===== src/rtl/fifo_flags.sv =====
// ============================================================================
// fifo_flags
// ----------------------------------------------------------------------------
// Parametrised single-clock FIFO with occupancy count, threshold flags,
// overflow/underflow error pulses and a selectable read mode. Any DEPTH >= 2
// is supported. The pointers wrap explicitly at DEPTH-1. They are not masked
// to a power of two.
//
// Parameters
//   DEPTH       number of entries (>= 2, any integer)
//   DATA_WIDTH  word width in bits
//   AFULL_TH    almost_full  when count >= AFULL_TH  (1 .. DEPTH)
//   AEMPTY_TH   almost_empty when count <= AEMPTY_TH (0 .. DEPTH-1)
//   FWFT        0 = registered read (1-cycle latency)
//               1 = first-word fall-through (head word shown while !empty)
//
// Ports
//   clk           rising-edge clock
//   rst           synchronous active-high reset, dominates wr_en / rd_en
//   data_in       write data
//   wr_en         write request, accepted when !full
//   rd_en         read request (pop in FWFT mode), accepted when !empty
//   data_out      read data
//   empty         count == 0
//   full          count == DEPTH
//   almost_full   count >= AFULL_TH
//   almost_empty  count <= AEMPTY_TH
//   count         number of stored words
//   overflow      one-cycle pulse after a write attempted while full
//   underflow     one-cycle pulse after a read attempted while empty
// ============================================================================
module fifo_flags #(
    parameter int DEPTH      = 4,
    parameter int DATA_WIDTH = 8,
    parameter int AFULL_TH   = DEPTH - 1,
    parameter int AEMPTY_TH  = 1,
    parameter bit FWFT       = 1'b0
) (
    input  logic                         clk,
    input  logic                         rst,
    input  logic [DATA_WIDTH-1:0]        data_in,
    input  logic                         wr_en,
    input  logic                         rd_en,
    output logic [DATA_WIDTH-1:0]        data_out,
    output logic                         empty,
    output logic                         full,
    output logic                         almost_full,
    output logic                         almost_empty,
    output logic [$clog2(DEPTH+1)-1:0]   count,
    output logic                         overflow,
    output logic                         underflow
);

    localparam int PTR_W = $clog2(DEPTH);
    localparam int CNT_W = $clog2(DEPTH + 1);

    // ------------------------------------------------------------------------
    // Storage and pointers
    // ------------------------------------------------------------------------
    logic [DATA_WIDTH-1:0] mem [DEPTH];
    logic [PTR_W-1:0]      wr_ptr;
    logic [PTR_W-1:0]      rd_ptr;

    // Acceptance looks only at the flags from before the edge. A read in the
    // same cycle does not make room for a write into a full FIFO. A write in
    // the same cycle does not satisfy a read from an empty FIFO.
    logic wr_accept;
    logic rd_accept;

    assign wr_accept = wr_en && !full;
    assign rd_accept = rd_en && !empty;

    // The pointer wraps explicitly at DEPTH-1 so that depths which are not a
    // power of two still use every entry.
    function automatic logic [PTR_W-1:0] ptr_inc(input logic [PTR_W-1:0] p);
        return (p == PTR_W'(DEPTH - 1)) ? '0 : p + PTR_W'(1);
    endfunction

    // NOTE: the storage array deliberately has no reset. Its contents are only
    // observable through rd_ptr and count, and both of those are reset.
    // Leaving the array out of the reset lets it map onto RAM or a
    // non-resettable register file.
    always_ff @(posedge clk) begin
        if (!rst && wr_accept) begin
            mem[wr_ptr] <= data_in;
        end
    end

    // NOTE: all state uses non-blocking assignments. Every register then
    // samples the same pre-edge values, which is what the acceptance rule
    // above depends on.
    always_ff @(posedge clk) begin
        if (rst) begin
            wr_ptr <= '0;
            rd_ptr <= '0;
        end else begin
            if (wr_accept) wr_ptr <= ptr_inc(wr_ptr);
            if (rd_accept) rd_ptr <= ptr_inc(rd_ptr);
        end
    end

    // ------------------------------------------------------------------------
    // Occupancy count
    // ------------------------------------------------------------------------
    // When a write and a read are both accepted, the count does not change.
    // The acceptance gating already prevents the count from going above DEPTH
    // or below zero.
    always_ff @(posedge clk) begin
        if (rst) begin
            count <= '0;
        end else begin
            unique case ({wr_accept, rd_accept})
                2'b10:   count <= count + CNT_W'(1);
                2'b01:   count <= count - CNT_W'(1);
                default: count <= count;
            endcase
        end
    end

    // ------------------------------------------------------------------------
    // Status flags, decoded from the registered count
    // ------------------------------------------------------------------------
    assign empty        = (count == '0);
    assign full         = (count == CNT_W'(DEPTH));
    assign almost_full  = (count >= CNT_W'(AFULL_TH));
    assign almost_empty = (count <= CNT_W'(AEMPTY_TH));

    // ------------------------------------------------------------------------
    // Error pulses
    // ------------------------------------------------------------------------
    // Each pulse is re-evaluated every cycle. One offending request therefore
    // gives one cycle high. Consecutive offending requests give a continuous
    // high.
    always_ff @(posedge clk) begin
        if (rst) begin
            overflow  <= 1'b0;
            underflow <= 1'b0;
        end else begin
            overflow  <= wr_en && full;
            underflow <= rd_en && empty;
        end
    end

    // ------------------------------------------------------------------------
    // Read data path
    // ------------------------------------------------------------------------
    generate
        if (FWFT) begin : g_fwft
            // The head word is always visible. It reads as zero when the FIFO
            // is empty, so that stale contents never leak out. rd_en only
            // acknowledges (pops) the word currently shown.
            assign data_out = empty ? '0 : mem[rd_ptr];
        end else begin : g_registered
            logic [DATA_WIDTH-1:0] data_q;

            // data_q is loaded only on an accepted read. A rejected read, or
            // no read at all, leaves the previous word on data_out.
            always_ff @(posedge clk) begin
                if (rst) begin
                    data_q <= '0;
                end else if (rd_accept) begin
                    data_q <= mem[rd_ptr];
                end
            end

            assign data_out = data_q;
        end
    endgenerate

`ifndef SYNTHESIS
    // ------------------------------------------------------------------------
    // Design invariants
    // ------------------------------------------------------------------------
    a_count_bounded : assert property (
        @(posedge clk) disable iff (rst) count <= CNT_W'(DEPTH)
    );

    a_wr_ptr_in_range : assert property (
        @(posedge clk) disable iff (rst) wr_ptr <= PTR_W'(DEPTH - 1)
    );

    a_rd_ptr_in_range : assert property (
        @(posedge clk) disable iff (rst) rd_ptr <= PTR_W'(DEPTH - 1)
    );

    a_full_empty_exclusive : assert property (
        @(posedge clk) disable iff (rst) !(full && empty)
    );
`endif

endmodule


===== config.mk =====
export PLATFORM = sky130hd
export DESIGN_NAME = fifo_flags
export DESIGN_NICKNAME = d
export VERILOG_FILES = /design/src/rtl/fifo_flags.sv
export SDC_FILE = /design/constraint.sdc
export NUM_CORES = 1
export LEC_CHECK = 0
export CAP_MARGIN = 20
export CORE_MARGIN = 5
export CORE_UTILIZATION = 57
export CTS_CLUSTER_SIZE = 25
export DETAILED_ROUTE_END_ITERATION = 7
export MAX_ROUTING_LAYER = met4
export PLACE_DENSITY = 0.82
export SYNTH_ARGS = -nofsm -noshare
export SYNTH_HDL_FRONTEND = slang
export SYNTH_SLANG_ARGS = --single-unit

===== constraint.sdc =====
create_clock -name clk -period 3.45 [get_ports clk]
set_clock_uncertainty 0.15 [all_clocks]
set_input_delay 0.69 -clock clk [delete_from_list [all_inputs] [get_ports clk]]
set_output_delay 0.69 -clock clk [all_outputs]
set_load 0.05 [all_outputs]

# Word-level counts from Yosys, hierarchy flattened
# Memories as Yosys holds them, arrays and structs flattened. A register that Yosys moved wholly into a read port is not among the register bits.
# Cells that the tools add are included.
# Widths: inputs -> output; s select.
# totals
regBits	9
wordCells	32
memories	1
ramBits	32
# classes
addsub	4
n_eq_ne	5
muxes	5
n_reduce_logical	10
magnitude_cmp	2
# memory_table
memory	depth	width	read_ports	rd_clocked_by_memory_dff	write_ports	line	text
mem	4	8	1	1	1	60	logic [DATA_WIDTH-1:0] mem [DEPTH];
# ops
operator	n
$eq 2x2->1 const B	3
$pmux 3 s2	1
$logic_and 1x1->1	5
$add 2x1->2 const B	2
$mux 2	2
$add 3x1->3 const B	1
$eq 3x3->1 const B	1
$ge 3x2->1 const B	1
$le 3x1->1 const B	1
$logic_not 1->1	3
$logic_not 3->1	1
$sub 3x1->3 const B	1
$eq 2x1->1 const B	1
$mux 1	2
$reduce_bool 2->1	1

# Logic depth before layout (Yosys ltp)
# logic_depth
depth_word	6
ltp_mapped	10
mapped_depth_nobuf	9

# Worst setup path after synthesis
# Ideal clock, no wire load.
# synth_timing
path_kind	register to output
from	register count[0]
to	output almost_full
setup_slack_ns	0.615
t_arrival_ns	1.995
path_stages_with_launch	3
path_cell_list	dfxtp_1 inv_1 o21ai_0
# synth_via
elab_chain_cells	1
# synth_lines
item	line	text
from (decl)	49	output logic [$clog2(DEPTH+1)-1:0] count,
from (signal assigned)	113	2'b10: count <= count + CNT_W'(1);
from (signal assigned)	114	2'b01: count <= count - CNT_W'(1);
from (signal assigned)	115	default: count <= count;
$ge 3x2->1	125	assign almost_full = (count >= CNT_W'(AFULL_TH));
to (decl)	47	output logic almost_full,
# No other way between the ends.

# Final worst setup path
# layout_timing
from	register count[0]
to	output empty
# layout_via
elab_chain_cells	1
# layout_lines
item	line	text
$logic_not 3->1	123	assign empty = (count == '0);
to (decl)	45	output logic empty,
# No other way between the ends.

==> impl_metrics.toml <==
[route]
dr.pass1.iters = 4
drt-initial-drc-count = 138
wl_met1_mm = 1.549
met3_length_um = 251
wl_mm = 3.619
wire_per_inst_um = 16.30
drc = 0
routed-via-count = 1233
dr.max_layer_used = "met4"
avgViaCountPerCell = 5.554
ant_nets = 0
dr_wl_met2_mm = 1.765

[sta]
setup_tns_ns = 0
drv_slew = 0
slew_headroom = 0.5858
setup_violations = 0
rsz0062_at_grt = "false"
period_minus_slack_ns = 3.171
fmax_mhz = 315.3
finalHoldViolCount = 0
worst_pin_slew_ns = 0.6205
fin_crit_sh = 0.9192
layout_setup_ws_ns = 0.2789

[clock_tree]
htree_levels = 2
root_buffer = "clkbuf_4"
clock_latency_ns = 0.36
cts.sinks = 49
post-cts-setup-buffer-count = 0
cts_tree = "built"
numCtsBuffers = 5
postCtsHoldBufs = 0
clk_pin_slew_ns = 0.13
postCtsResizedCells = 0
cts_max_path_buffers = 2

[logic_synthesis]
synth_top_area_share = 0.4712
ys_seq_area_frac = 0.6380
syn-num-nets = 171
synth.most_common_cell = "edfxtp_1"
yosys.area.top_type = "edfxtp_1"
synth.ff_latch_count = 49
synth_edf_count = 32
synth_area_leaders = "edfxtp_1, dfxtp_1, mux4_2"
syn_area_sq_um = 2039
syn_avg_cell_area_sq_um = 13.78
synthCells = 148
synthDistinctLibCells = 27
synth.yosys.warnings = 0
synth_common_cells = "edfxtp_1, dfxtp_1, a21oi_1, o21ai_0, ha_1"
synthArstFlopShare = 0
synthFlopType = "edfxtp_1"

[floorplanning]
core-area_sq_um = 3390
io_pins = 29
die_w_um = 69.82
rows = 21
dieArea_sq_um = 4874
die_y_um = 69.82
initial_core_util = 0.6017

[critical_path]
path_cells = "inv_1, ha_1, nand2b_2, inv_2, clkdlybuf4s50_1"
cp.arrival_ns = 2.33
reg2reg_from = "count[0]"
rrSetupSlack_ns = 1.14
crit_fanout = 13
critPathCaptureType = "output port"
crit_path_start_kind = "register"
crit_slowest_cell = "clkdlybuf4s50_1"
max_stage_delay_ns = 0.83
regToRegEndpoint = "count[2]"
critPathBufInv = 3
critical_path.top_delay_family = "buffers and inverters"
worstPathRequired_ns = 2.61
worst_r2r_path_depth = 7
crit_type = "reg -> out"

[power_and_ir_drop]
power_frac_seq = 0.442
p_clk_frac = 0.152
peakVddDrop_uv = 291.5
power.leakage_nw = 0.8454
cellPowerDensity_nw_per_um2 = 711.3
p_int_mw = 1.025
total_power_mw = 1.704
p_sw_frac = 0.3983
combPwrFrac = 0.405
switching_power_uw = 678.9

[placed_design]
dp_cells = 214
dpl.hpwl_mm = 2.718
gp_congestion = 0.7449
io_buffers = 28
preCtsSetupSlack_ns = 0.6857

[global_route]
grt_pass1_vias = 1256
grt_use_total = 0.1678
grt_overflow_total = 0
grt_pass1_wl_mm = 6.203
grt_max_degree = 18
antenna_found_initial = 0

[worst_hold_path]
min_to = "data_out[6]"
hp-start = "data_out[6]"
hold_class = "reg -> reg"
whs_path_depth = 2

[layout]
n_antenna_cell = 0
finalNetCount = 198
stdcell_count = 222
area_growth_pct = 17.48
drive_gt1_frac = 0.1136

[job]
cap_violations = 0

[status]
run_status = "finished clean"
[cells by family after synthesis]
| logic type | Yosys count | share of synthesized area |
|---|---|---|
| AOI/OAI and AO/OA | 28 | 0.07240 |
| xor gates and xnor gates | 2 | 0.008591 |
| adders and majority gates | 11 | 0.06748 |
| buffers and inverters | 18 | 0.03987 |
| DFF | 49 | 0.6380 |
| muxes | 10 | 0.09816 |
| and+or+nand+nor | 30 | 0.07546 |
[power groups by stage]
stage | Combinational, mW | Sequential (mW) | Clock [mW]
3_5_place_dp | 0.694 | 0.769 | 0
4_1_cts | 0.695 | 0.755 | 0.266
3_3_place_gp | 0.672 | 0.764 | 0
6_report | 0.691 | 0.754 | 0.260
2_1_floorplan | 0.401 | 0.866 | 0
5_1_grt | 0.744 | 0.767 | 0.297
[registers in the layout (all words and copies together), names as in the netlist]
register,cells
count,3
rd_ptr,2
wr_ptr,2
underflow,1
data_out,8
mem,32
overflow,1
[cell usage in the layout (no fill, tap or decap)]
cell type	count
edfxtp_1	32
clkdlybuf4s50_1	28
dfxtp_1	17
a21oi_1	13
o21ai_0	12
ha_1	11
nor2_1	10
nand3_1	9
mux4_2	8
inv_1	7
clkbuf_4	5
and2_1	4
inv_2	2
mux2i_1	2
xor2_1	2
nand2b_2	1
nand2_1	1
nand2b_1	1
a21boi_0	1
or4_1	1
a211oi_1	1
and3b_1	1
o21bai_1	1
nor2b_1	1
nor3_1	1
clkinvlp_4	1
inv_6	1
clkinv_2	1
buf_4	1
[layer usage]
metal  GRT usage  vias up
li1            -      589
met5           -        -
met3     0.05942        7
met2      0.2623       46
met4     0.05532        0
met1      0.2036      591
[worst min-delay path, stage by stage (launching register included)]
cell and delay (ns):
dfxtp_1 0.33, o21ai_0 0.07, a21oi_1 0.06
[through the flow]
stage	cell area [sq um]	utilization	hold slack [ns]
3_5_place_dp	2337	0.6896	0.3232
6_report	2396	0.7069	0.3432
2_1_floorplan	2039	-	0.3636
3_3_place_gp	2337	0.6896	0.3190
4_1_cts	2396	0.7069	0.3417
5_1_grt	2396	0.7069	0.3913
[layout make-up]
class | count | area [sq um]
clock buffers | 5 | 37.54
clock inverters | 3 | 21.27
repair buffers | 29 | 287.8
flip-flops and latches | 49 | 1301
well taps | 46 | 57.56
inverters | 9 | 33.78
fillers | 243 | 993.5
multi-input cells | 81 | 656.9
[worst max-delay path by stage]
stage                        start           to  slack (ns)  depth (start not counted)
after floorplan           count[0]  almost_full        0.61                          2
after global placement    count[1]        empty        0.78                          5
after detailed placement  count[1]        empty        0.69                          5
after CTS                 count[1]        empty        0.27                          5
after global routing      count[0]        empty        0.11                          5
final                     count[0]        empty        0.28                          5
No activity file was read; power rests on OpenSTA's default activity.
==> RTL change 1 (same settings) <==
`DATA_WIDTH`: 8 -> 6.
--- a/src/rtl/fifo_flags.sv
+++ b/src/rtl/fifo_flags.sv
@@ -33,3 +33,3 @@
     parameter int DEPTH      = 4,
-    parameter int DATA_WIDTH = 8,
+    parameter int DATA_WIDTH = 6,
     parameter int AFULL_TH   = DEPTH - 1,
Ports: changed (resized data_in and data_out); port bits go from 29 to 25. No check against the original RTL was run, so the function may have changed too.
==> RTL change 1 against the original RTL <==
- synthesized area down 18%
- hold slack better by 0.0054 ns
- power down 14%
- routed wire length down 17%
- sequential power down 20%
- via count down 15%
- sequential cell count down 10
- maximum frequency up 1.6%
- worst setup slack better by 0.049 ns
- final area down 17%
- die area down 15%
- critical path depth unchanged
- clock power down 7%
- largest cell class unchanged
- largest power group is now combinational logic
- highest routed layer unchanged
==> RTL change 1: results <==
set metrics [dict create \
    placed_cell_area_um2 1920 \
    multi_input_gates 73 \
    grt_pass1_vias 1079 \
    netlist_area_um2 1680 \
    min_to "data_out[5]" \
    tightest_slew_ns 0.529 \
    grt_first_pass_wirelength_um 4970 \
    cp_max_fo 11 \
    multi_input_area_share_pct 29.3 \
    status "finished clean" \
    synthXorXnorAreaFrac_pct 1.04 \
    final-nonclk-buf-share_pct 12.5 \
    nNonClkBuffers 25 \
    wirelength_met1_um 1240 \
    synth-edff-count 24 \
    seq_area_um2 1020 \
    placedCellCount 177 \
    hold_ws_ns 0.349 \
    rrSetupSlack_ns 1.18 \
    syn_to_final_growth_pct 18.1 \
    nFlopsAndLatches 39 \
    grtUsageTotal_pct 16.8 \
    peakVddDrop_mv 0.621 \
    largest_reg_flops 24 \
    yosysSeqAreaShare_pct 60.8 \
]
RTL change 1: cell types whose count changed in the layout (fill, tap and decap cells not counted):
cell / before / now
dfxtp_1: 17 / 15
clkinv_2: 1 / 0
clkdlybuf4s50_1: 28 / 24
edfxtp_1: 32 / 24
a21oi_1: 13 / 11
mux4_2: 8 / 6
clkinvlp_4: 1 / 2
nand3_1: 9 / 7
o21ai_0: 12 / 10
RTL change 1: worst register-to-register path: cells and delay by family (launching register included):
family	cells	cell delay, ns
compound gates	3	0.77
fa+ha+maj	2	0.65
flops	1	0.45
buf+inv	2	0.22
RTL change 1: power by group through the flow:
| stage | clock network [mW] | logic, mW | registers, mW |
|---|---|---|---|
| 2_1_floorplan | 0 | 0.378 | 0.700 |
| 3_3_place_gp | 0 | 0.605 | 0.612 |
| 3_5_place_dp | 0 | 0.623 | 0.620 |
| 4_1_cts | 0.252 | 0.624 | 0.609 |
| 5_1_grt | 0.279 | 0.665 | 0.618 |
| 6_report | 0.241 | 0.622 | 0.606 |
==> RTL change 2 (same settings) <==
Without the edit above. The output `underflow` loses its register stage (`underflow` becomes a continuous assignment). Comments in the files are not updated.
--- a/src/rtl/fifo_flags.sv
+++ b/src/rtl/fifo_flags.sv
@@ -136,8 +136,8 @@
             overflow  <= 1'b0;
-            underflow <= 1'b0;
         end else begin
             overflow  <= wr_en && full;
-            underflow <= rd_en && empty;
         end
     end
+
+    assign underflow = rd_en && empty;
 
Formal check against the unedited RTL: not equivalent (Yosys sat finds a counterexample within 4 cycles, from zero or initial values and one cycle with rst high).
==> RTL change 2 against the original RTL <==
- core utilization shrank 0.074 points
- worst setup slack better by 0.016 ns
- final cell count down 0.45%
- routed wire length is 4.4% lower
- synthesized area is 1.2% lower
- sequential cell count down 1
- synthesized cell count fell by 1.4%
- power rose by 3.0%
- final area decreased by 0.10%
- highest routed layer unchanged
==> RTL change 2: results <==
set metrics [dict create \
    peakVddDrop_mv 0.493 \
    final_layout_size_suffix_gt1_share_pct 11.4 \
    internal_power_mw 1.08 \
    min_to "data_out[4]" \
    syn-num-nets 169 \
    grt_max_degree 16 \
    grt_first_pass_wirelength_um 5780 \
    slowest_delay_ns 0.84 \
    routabilityCongestion 0.775 \
    vias 1200 \
    pwr-share-comb_pct 39.5 \
    drt-initial-drc-count 96 \
    crit_arrival_ns 2.32 \
    status "finished clean" \
    yosysSeqAreaShare_pct 63.6 \
    ys_top_cells_by_area "edfxtp_1, dfxtp_1, mux4_2, ha_1, a21oi_1" \
    synth_common_cells "edfxtp_1, dfxtp_1, a21oi_1" \
    holdCritStartpoint "data_out[4]" \
    fin_nets 197 \
    placed_cell_area_um2 2310 \
    fin_ws_ns 0.295 \
    tightest_slew_ns 0.640 \
    leakage_nw 0.851 \
    netlist-cell-type-count 26 \
    dp_hpwl_um 2520 \
    wl_um 3460 \
]
RTL change 2: cell types whose count changed after synthesis:
cell      before  now
clkbuf_1       4    3
dfxtp_1       17   16
nor2_1        10   11
nor3_1         1    0
RTL change 2: cells by family after synthesis:
group,count (synthesis),synth area share [%]
compound gates,28,7.33
flops,48,63.6
fa+ha+maj,11,6.83
mux,10,9.94
simple gates,30,7.58
xor+xnor,2,0.870
buf+inv,17,3.85
RTL change 2: per-layer routing:
layer  track usage [%]  vias to the layer above  share of wire [%]
met5                 -                        -                  0
met4              3.69                        0               0.55
met3              5.22                        4                4.7
met2              25.6                       33                 51
met1              19.8                      573                 44
li1                  -                      590                  -
RTL change 2: final cells by class:
class | instances | area, um2
clock buffers | 5 | 37.5
fillers | 216 | 996
inverters | 9 | 33.8
repair buffers | 29 | 285
well taps | 46 | 57.6
clock inverters | 3 | 42.5
flip-flops and latches | 48 | 1280
multi-input cells | 81 | 656
RTL change 2: worst max-delay path, delay by kind of cell, from the launching register on:
family,cells,cell delay (ns)
buf+inv,3,1.19
flops,1,0.35
simple gates,1,0.17
fa+ha+maj,1,0.25
RTL change 2: power groups by stage:
stage | logic, mW | clock network [mW] | registers, mW
final | 0.694 | 0.323 | 0.739
after CTS | 0.701 | 0.328 | 0.741
after global routing | 0.746 | 0.361 | 0.750
after floorplan | 0.417 | 0 | 0.840
after detailed placement | 0.700 | 0 | 0.754
after global placement | 0.683 | 0 | 0.750
RTL change 2: how the worst max path moves through the flow:
stage,startpoint,end
floorplan,count[0],almost_full
global placement,count[1],empty
detailed placement,count[1],empty
CTS,count[1],empty
global route,count[1],empty
finish,count[1],empty
RTL change 2: stage by stage:
step	utilization (%)	hold slack (ns)	instances
after detailed placement	68.3	0.316	213
after floorplan	-	0.364	146
after global placement	68.3	0.314	213
after global routing	70.6	0.358	221
final	70.6	0.332	221
after CTS	70.6	0.334	221
